--- config.mk ---
export PLATFORM = sky130hd
export DESIGN_NAME = prog_loader
export DESIGN_NICKNAME = d
export VERILOG_FILES = /design/src/rtl/prog_loader.sv
export SDC_FILE = /design/constraint.sdc
export NUM_CORES = 1
export LEC_CHECK = 0
export ABC_AREA = 1
export CAP_MARGIN = 0
export CORE_ASPECT_RATIO = 2
export CORE_MARGIN = 2
export CORE_UTILIZATION = 58
export CTS_BUF_LIST = sky130_fd_sc_hd__clkbuf_8
export DETAILED_ROUTE_END_ITERATION = 6
export PLACE_DENSITY = 0.84
export RECOVER_POWER = 25
export SYNTH_ARGS = -nofsm -noshare
export SYNTH_HDL_FRONTEND = slang
export SYNTH_SLANG_ARGS = --single-unit
--- constraint.sdc ---
create_clock -name Clock -period 3.7 [get_ports Clock]
set_input_delay 0.37 -clock Clock [delete_from_list [all_inputs] [get_ports Clock]]
set_output_delay 0.37 -clock Clock [all_outputs]
set_load 0.03 [all_outputs]
--- src/rtl/prog_loader.sv ---
// Boot-time program loader: assembles a length-prefixed, XOR-checksummed byte
// stream into little-endian 32-bit words and writes them into progMem.
module prog_loader #(
  parameter int unsigned ADDR_WIDTH = 10
) (
  input  logic                  Clock,
  input  logic                  Reset,
  input  logic                  start,
  input  logic [7:0]            in_data,
  input  logic                  in_valid,
  output logic                  in_ready,
  output logic                  pm_we,
  output logic [ADDR_WIDTH-1:0] pm_addr,
  output logic [31:0]           pm_wdata,
  output logic                  core_hold,
  output logic                  done,
  output logic                  error
);

  localparam int unsigned DEPTH = 1 << ADDR_WIDTH;
  localparam int unsigned IDX_W = ADDR_WIDTH + 1;

  typedef enum logic [2:0] {
    S_IDLE  = 3'd0,
    S_LEN0  = 3'd1,
    S_LEN1  = 3'd2,
    S_DATA  = 3'd3,
    S_CSUM  = 3'd4,
    S_DONE  = 3'd5,
    S_ERROR = 3'd6
  } state_t;

  state_t                r_state;
  state_t                w_next_state;

  logic                  r_in_ready;
  logic                  r_pm_we;
  logic [ADDR_WIDTH-1:0] r_pm_addr;
  logic [31:0]           r_pm_wdata;
  logic                  r_core_hold;
  logic                  r_done;
  logic                  r_error;

  logic [15:0]           r_len;
  logic [IDX_W-1:0]      r_word_idx;
  logic [1:0]            r_byte_idx;
  logic [23:0]           r_asm;
  logic [7:0]            r_csum;

  logic                  w_accept;
  logic                  w_start_ok;
  logic [15:0]           w_len_full;
  logic                  w_len_over;
  logic                  w_last_word;
  logic                  w_csum_ok;
  logic                  w_in_ready_nxt;
  logic                  w_core_hold_nxt;
  logic                  w_done_nxt;
  logic                  w_error_nxt;

  assign w_accept    = in_valid & r_in_ready;
  assign w_start_ok  = start & ((r_state == S_IDLE) | (r_state == S_DONE) | (r_state == S_ERROR));
  assign w_len_full  = {in_data, r_len[7:0]};
  assign w_len_over  = 32'(w_len_full) > DEPTH;
  assign w_last_word = (32'(r_word_idx) + 32'd1) == 32'(r_len);
  assign w_csum_ok   = (in_data == r_csum);

  always_ff @(posedge Clock or posedge Reset) begin
    if (Reset) begin
      r_state <= S_IDLE;
    end else begin
      r_state <= w_next_state;
    end
  end

  // Next state, plus output levels derived from the state being entered so
  // the registered outputs line up with the state register.
  always_comb begin
    w_next_state    = r_state;
    w_in_ready_nxt  = 1'b0;
    w_core_hold_nxt = 1'b0;
    w_done_nxt      = 1'b0;
    w_error_nxt     = 1'b0;

    case (r_state)
      S_IDLE, S_DONE, S_ERROR: begin
        if (start) w_next_state = S_LEN0;
      end
      S_LEN0: begin
        if (w_accept) w_next_state = S_LEN1;
      end
      S_LEN1: begin
        if (w_accept) begin
          if (w_len_over)              w_next_state = S_ERROR;
          else if (w_len_full == 16'd0) w_next_state = S_CSUM;
          else                          w_next_state = S_DATA;
        end
      end
      S_DATA: begin
        if (w_accept && (r_byte_idx == 2'd3) && w_last_word) w_next_state = S_CSUM;
      end
      S_CSUM: begin
        if (w_accept) w_next_state = w_csum_ok ? S_DONE : S_ERROR;
      end
      default: w_next_state = S_IDLE;
    endcase

    case (w_next_state)
      S_LEN0, S_LEN1, S_DATA, S_CSUM: begin
        w_in_ready_nxt  = 1'b1;
        w_core_hold_nxt = 1'b1;
      end
      S_ERROR: begin
        w_core_hold_nxt = 1'b1;
        w_error_nxt     = 1'b1;
      end
      S_DONE:  w_done_nxt = 1'b1;
      default: ;
    endcase
  end

  // Datapath: length capture, word assembly, checksum and progMem write port.
  always_ff @(posedge Clock or posedge Reset) begin
    if (Reset) begin
      r_in_ready  <= 1'b0;
      r_pm_we     <= 1'b0;
      r_pm_addr   <= '0;
      r_pm_wdata  <= 32'd0;
      r_core_hold <= 1'b0;
      r_done      <= 1'b0;
      r_error     <= 1'b0;
      r_len       <= 16'd0;
      r_word_idx  <= '0;
      r_byte_idx  <= 2'd0;
      r_asm       <= 24'd0;
      r_csum      <= 8'd0;
    end else begin
      r_in_ready  <= w_in_ready_nxt;
      r_core_hold <= w_core_hold_nxt;
      r_done      <= w_done_nxt;
      r_error     <= w_error_nxt;
      r_pm_we     <= 1'b0;

      if (w_start_ok) begin
        r_len      <= 16'd0;
        r_word_idx <= '0;
        r_byte_idx <= 2'd0;
        r_asm      <= 24'd0;
        r_csum     <= 8'd0;
      end else if (w_accept) begin
        case (r_state)
          S_LEN0: r_len[7:0] <= in_data;
          S_LEN1: r_len      <= w_len_full;
          S_DATA: begin
            r_csum     <= r_csum ^ in_data;
            r_byte_idx <= r_byte_idx + 2'd1;
            case (r_byte_idx)
              2'd0: r_asm[7:0]   <= in_data;
              2'd1: r_asm[15:8]  <= in_data;
              2'd2: r_asm[23:16] <= in_data;
              default: begin
                // Output registers are separate from r_asm, so the next
                // word can start assembling while this one is written.
                r_pm_wdata <= {in_data, r_asm};
                r_pm_addr  <= r_word_idx[ADDR_WIDTH-1:0];
                r_pm_we    <= 1'b1;
                r_word_idx <= r_word_idx + IDX_W'(1);
              end
            endcase
          end
          default: ;
        endcase
      end
    end
  end

  assign in_ready  = r_in_ready;
  assign pm_we     = r_pm_we;
  assign pm_addr   = r_pm_addr;
  assign pm_wdata  = r_pm_wdata;
  assign core_hold = r_core_hold;
  assign done      = r_done;
  assign error     = r_error;

endmodule

==> results by group <==
GRT
  – Met3 Resource Use GR: ~3.9%
  – Met2 Resource Use GR: 47.2%
  – Met1 Track Usage GR: between 20% and 30%
  – Initial antenna violation count: 0
  – First-pass GRT wire length: a little over 20,000 µm
  – GRT busiest layer: met2
  – GRT Overall Usage: 26.9%
  – Vias in the first global route: ~4,400
  – Pin count of the biggest net entering global routing: 65
  – GRT Residual Overflow: 0

STA
  – Clk_skew: 19.1 ps
  – Worst Tran Pin Value: 2490 ps
  – Crit path time final: 2580 ps
  – RSZ-0062 raised after global routing: false
  – Hold Vio Cnt, Final: 0
  – Setup Viol. Count Final: 0
  – Rel. slew slack: -66.3%
  – FMAX: roughly 390 MHz
  – Final worst setup slack: between 1000 and 1500 ps
  – Max Slew Vio Count: 64
  – Final Cycle Share: approximately 70%
  – Setup TNS: 0 ps

Yosys
  – Async SR Flop Fraction: 100%
  – Mapped Cells: 660
  – Register area share after synthesis: a little over half
  – Synth Register Bits: between 100 and 150
  – Mux cell area share after synthesis: 0%
  – Synth Area in Adders: 1.43%
  – Post-synthesis simple-gate area fraction: around a quarter
  – Post-synthesis net count: between 600 and 700
  – Synth Area in XOR/XNOR: around 1.3%
  – Yosys warns: 0
  – Distinct cells, synth: 32
  – Largest family of logic cells by synthesized area: simple AND/OR/NAND/NOR gates
  – Synth Cell Area: 0.00527 mm²
  – Top_reg_cell synth: dfrtp_1
  – Post-synth EDFFs: 0
  – Syn Area/Cell: 7.98 µm²
  – Synth Area in Compound Gates: 10.4%

Power and ir drop
  – Internal: approximately 0.0022 W
  – Peak VDD IR: 416 µV
  – Clock network power share: a little over a fifth
  – Seq pwr share: 45.6%
  – P_sw: between 0.001 and 0.0015 W
  – Leak pwr: 3.10 nW
  – Cell Pwr Density: 598 mW/mm²
  – Sw frac: around two fifths
  – Logic gate share of total power: 33.5%

Min path
  – Worst hold start: pm_addr[6]
  – Worst hold path type: flop to flop
  – Sink of the worst hold path: pm_addr[6]
  – Hold Path Stages: 2

Placement
  – Port bufs: 58
  – Setup WS pre-CTS: 1170 ps
  – RD Place Congestion: 0.943
  – Post-DP HPWL: 9380 µm
  – Placed instance area: 0.00593 mm²

Floorplanning
  – I/O pin cnt: between 50 and 60
  – Num rows: 49
  – Core area: 0.00889 mm²
  – Total die area: 0.00990 mm²
  – Initial Util: 59.2%
  – Chip height: 139 µm
  – Die width: 71.4 µm

Critical path
  – Critical Path AT: 2560 ps
  – Cells on worst reg2reg path: 12
  – Reg-to-reg startpoint: r_word_idx[0]
  – CP top delay family: buffers and inverters
  – Critical-path top delay cell: inv_1
  – R2r endpoint: error
  – Startpoint Class: primary input
  – Max FO, Critical Path: 64
  – Buf+Inv Stages, Crit Path: 2
  – CP Capture Type: asynchronous set/reset pin
  – Delay of the slowest critical-path stage: around 1800 ps
  – Crit path required time: 3680 ps
  – Worst setup path class: primary input to asynchronous set/reset pin
  – Reg2reg setup slack: approximately 1400 ps
  – Worst path cell trace: clkdlybuf4s50_1 -> inv_1

Cells and area
  – Area Growth Syn to Fin: 16.6%
  – Layout cell share with drive strength beyond 1: 5.29%
  – Ant diodes: 0
  – Final core occ: between 60% and 70%
  – Layout net count: 732
  – Final Cell Area: 0.00614 mm²

Routing
  – Post-route ant nets: 0
  – Vias post-DR: 4,449
  – Routed WL: 12,400 µm
  – DR vias/cell: 5.42
  – Pre-antenna DRT Iters: 5
  – Wirelength per Cell: 15.2 µm
  – DRC viols: 0
  – Number of DRC markers in iteration 0: 341

Clock tree
  – Clock Path Buffers: 2
  – CTS tree: yes
  – Hold-fix buffers, CTS: 0
  – Clk_lat worst skew: roughly 400 ps
  – Reg clk slew, reported paths: 100 ps
  – Clock Root Buffer: clkbuf_8
  – PostCTS Resize Cnt: 0
  – Postcts setup bufs: 0
  – Clk sinks: 111
  – H-tree depth: 3
  – Total CTS buffers: 9

Flow run
  – Number of max-cap violations: 1

Run status
  – Failing checks: capacitance limit, slew limit
  – Run status: complete, but fails checks
[flip-flops by register name (all words and copies together), names as in the netlist]
name and count:
core_hold 1, done 1, error 1, in_ready 1, pm_addr 10, pm_wdata 32, pm_we 1, r_asm 24
r_byte_idx 2, r_csum 8, r_len 16, r_state 3, r_word_idx 11
[placed cells by master (no fill, tap or decap), types with 6 or more instances in the layout]
cell type and instances:
clkbuf_8 9, dfrtp_1 111, inv_1 94, nand2_1 210, a21oi_1 10, nand3_1 31, ha_1 6, clkdlybuf4s50_1 58
xnor2_1 6, o21ai_0 77, nand4_1 8, nor2_1 51
[power groups by stage]
stage	Sequential, W	Clock, W	Combinational [W]
finish	0.00168	0.000765	0.00123
floorplan	0.00172	0	0.000814
CTS	0.00167	0.000777	0.00123
global route	0.00170	0.000820	0.00139
detailed placement	0.00169	0	0.00122
global placement	0.00168	0	0.00117
[worst max-delay path by stage]
stage,start,end,depth (start not counted)
floorplan,Reset,core_hold,1
global placement,in_valid,r_word_idx[7],7
detailed placement,in_valid,r_word_idx[7],7
CTS,r_word_idx[0],error,12
global route,Reset,pm_addr[9],2
finish,Reset,r_word_idx[8],2
[synthesized netlist by cell type (5+ instances only)]
cell      count  share of area, %
clkbuf_1      6              0.43
nand3_1      31               2.9
buf_2        11               1.0
dfrtp_1     111                53
inv_1        93               6.6
xnor2_1       6               1.0
a21oi_1      10              0.95
nand2_1     210                15
nand4_1       8              0.95
ha_1          6               1.4
nand2_2       5              0.59
o21ai_0      77               7.3
nor2_1       51               3.6
[layout make-up]
class	count	area, µm²
repair buffers	60	608
well taps	102	128
clock inverters	7	90.1
fillers	697	2750
flip-flops and latches	111	2780
multi-input cells	436	2050
inverters	96	360
clock buffers	9	124
[worst register-to-register path, cell delays in order (launching register included)]
cell	delay, ps
dfrtp_1	510
ha_1	290
nand3_1	190
o21ai_1	210
nand2_1	100
nand2_1	60
nand3_1	90
nor2_1	180
nand2_1	110
o21ai_2	200
and2_4	190
nand2_2	50
nor2_2	80
[stage by stage]
stage | cells | power [W] | hold slack, ps
6_report | 821 | 0.00367 | 490
5_1_grt | 821 | 0.00392 | 523
4_1_cts | 821 | 0.00368 | 496
3_5_place_dp | 805 | 0.00291 | 469
3_3_place_gp | 805 | 0.00285 | 458
2_1_floorplan | 660 | 0.00253 | 442
[cell families (layout without fill, tap and decap cells)]
group / count (synthesis) / in the layout
flip-flops: 111 / 111
AND/OR/NAND/NOR: 319 / 319
adder cells (fa/ha/maj): 6 / 6
XOR/XNOR: 8 / 8
AO/OA/AOI/OAI: 103 / 103
buffers and inverters: 113 / 172
[per-layer routing]
metal | part of all wire, % | routed length (µm)
met1 | 36 | 4520
met2 | 55 | 6870
met5 | 0 | 0
met3 | 2.9 | 362
met4 | 5.5 | 687
Note: power is estimated with default switching activity, not from simulation.
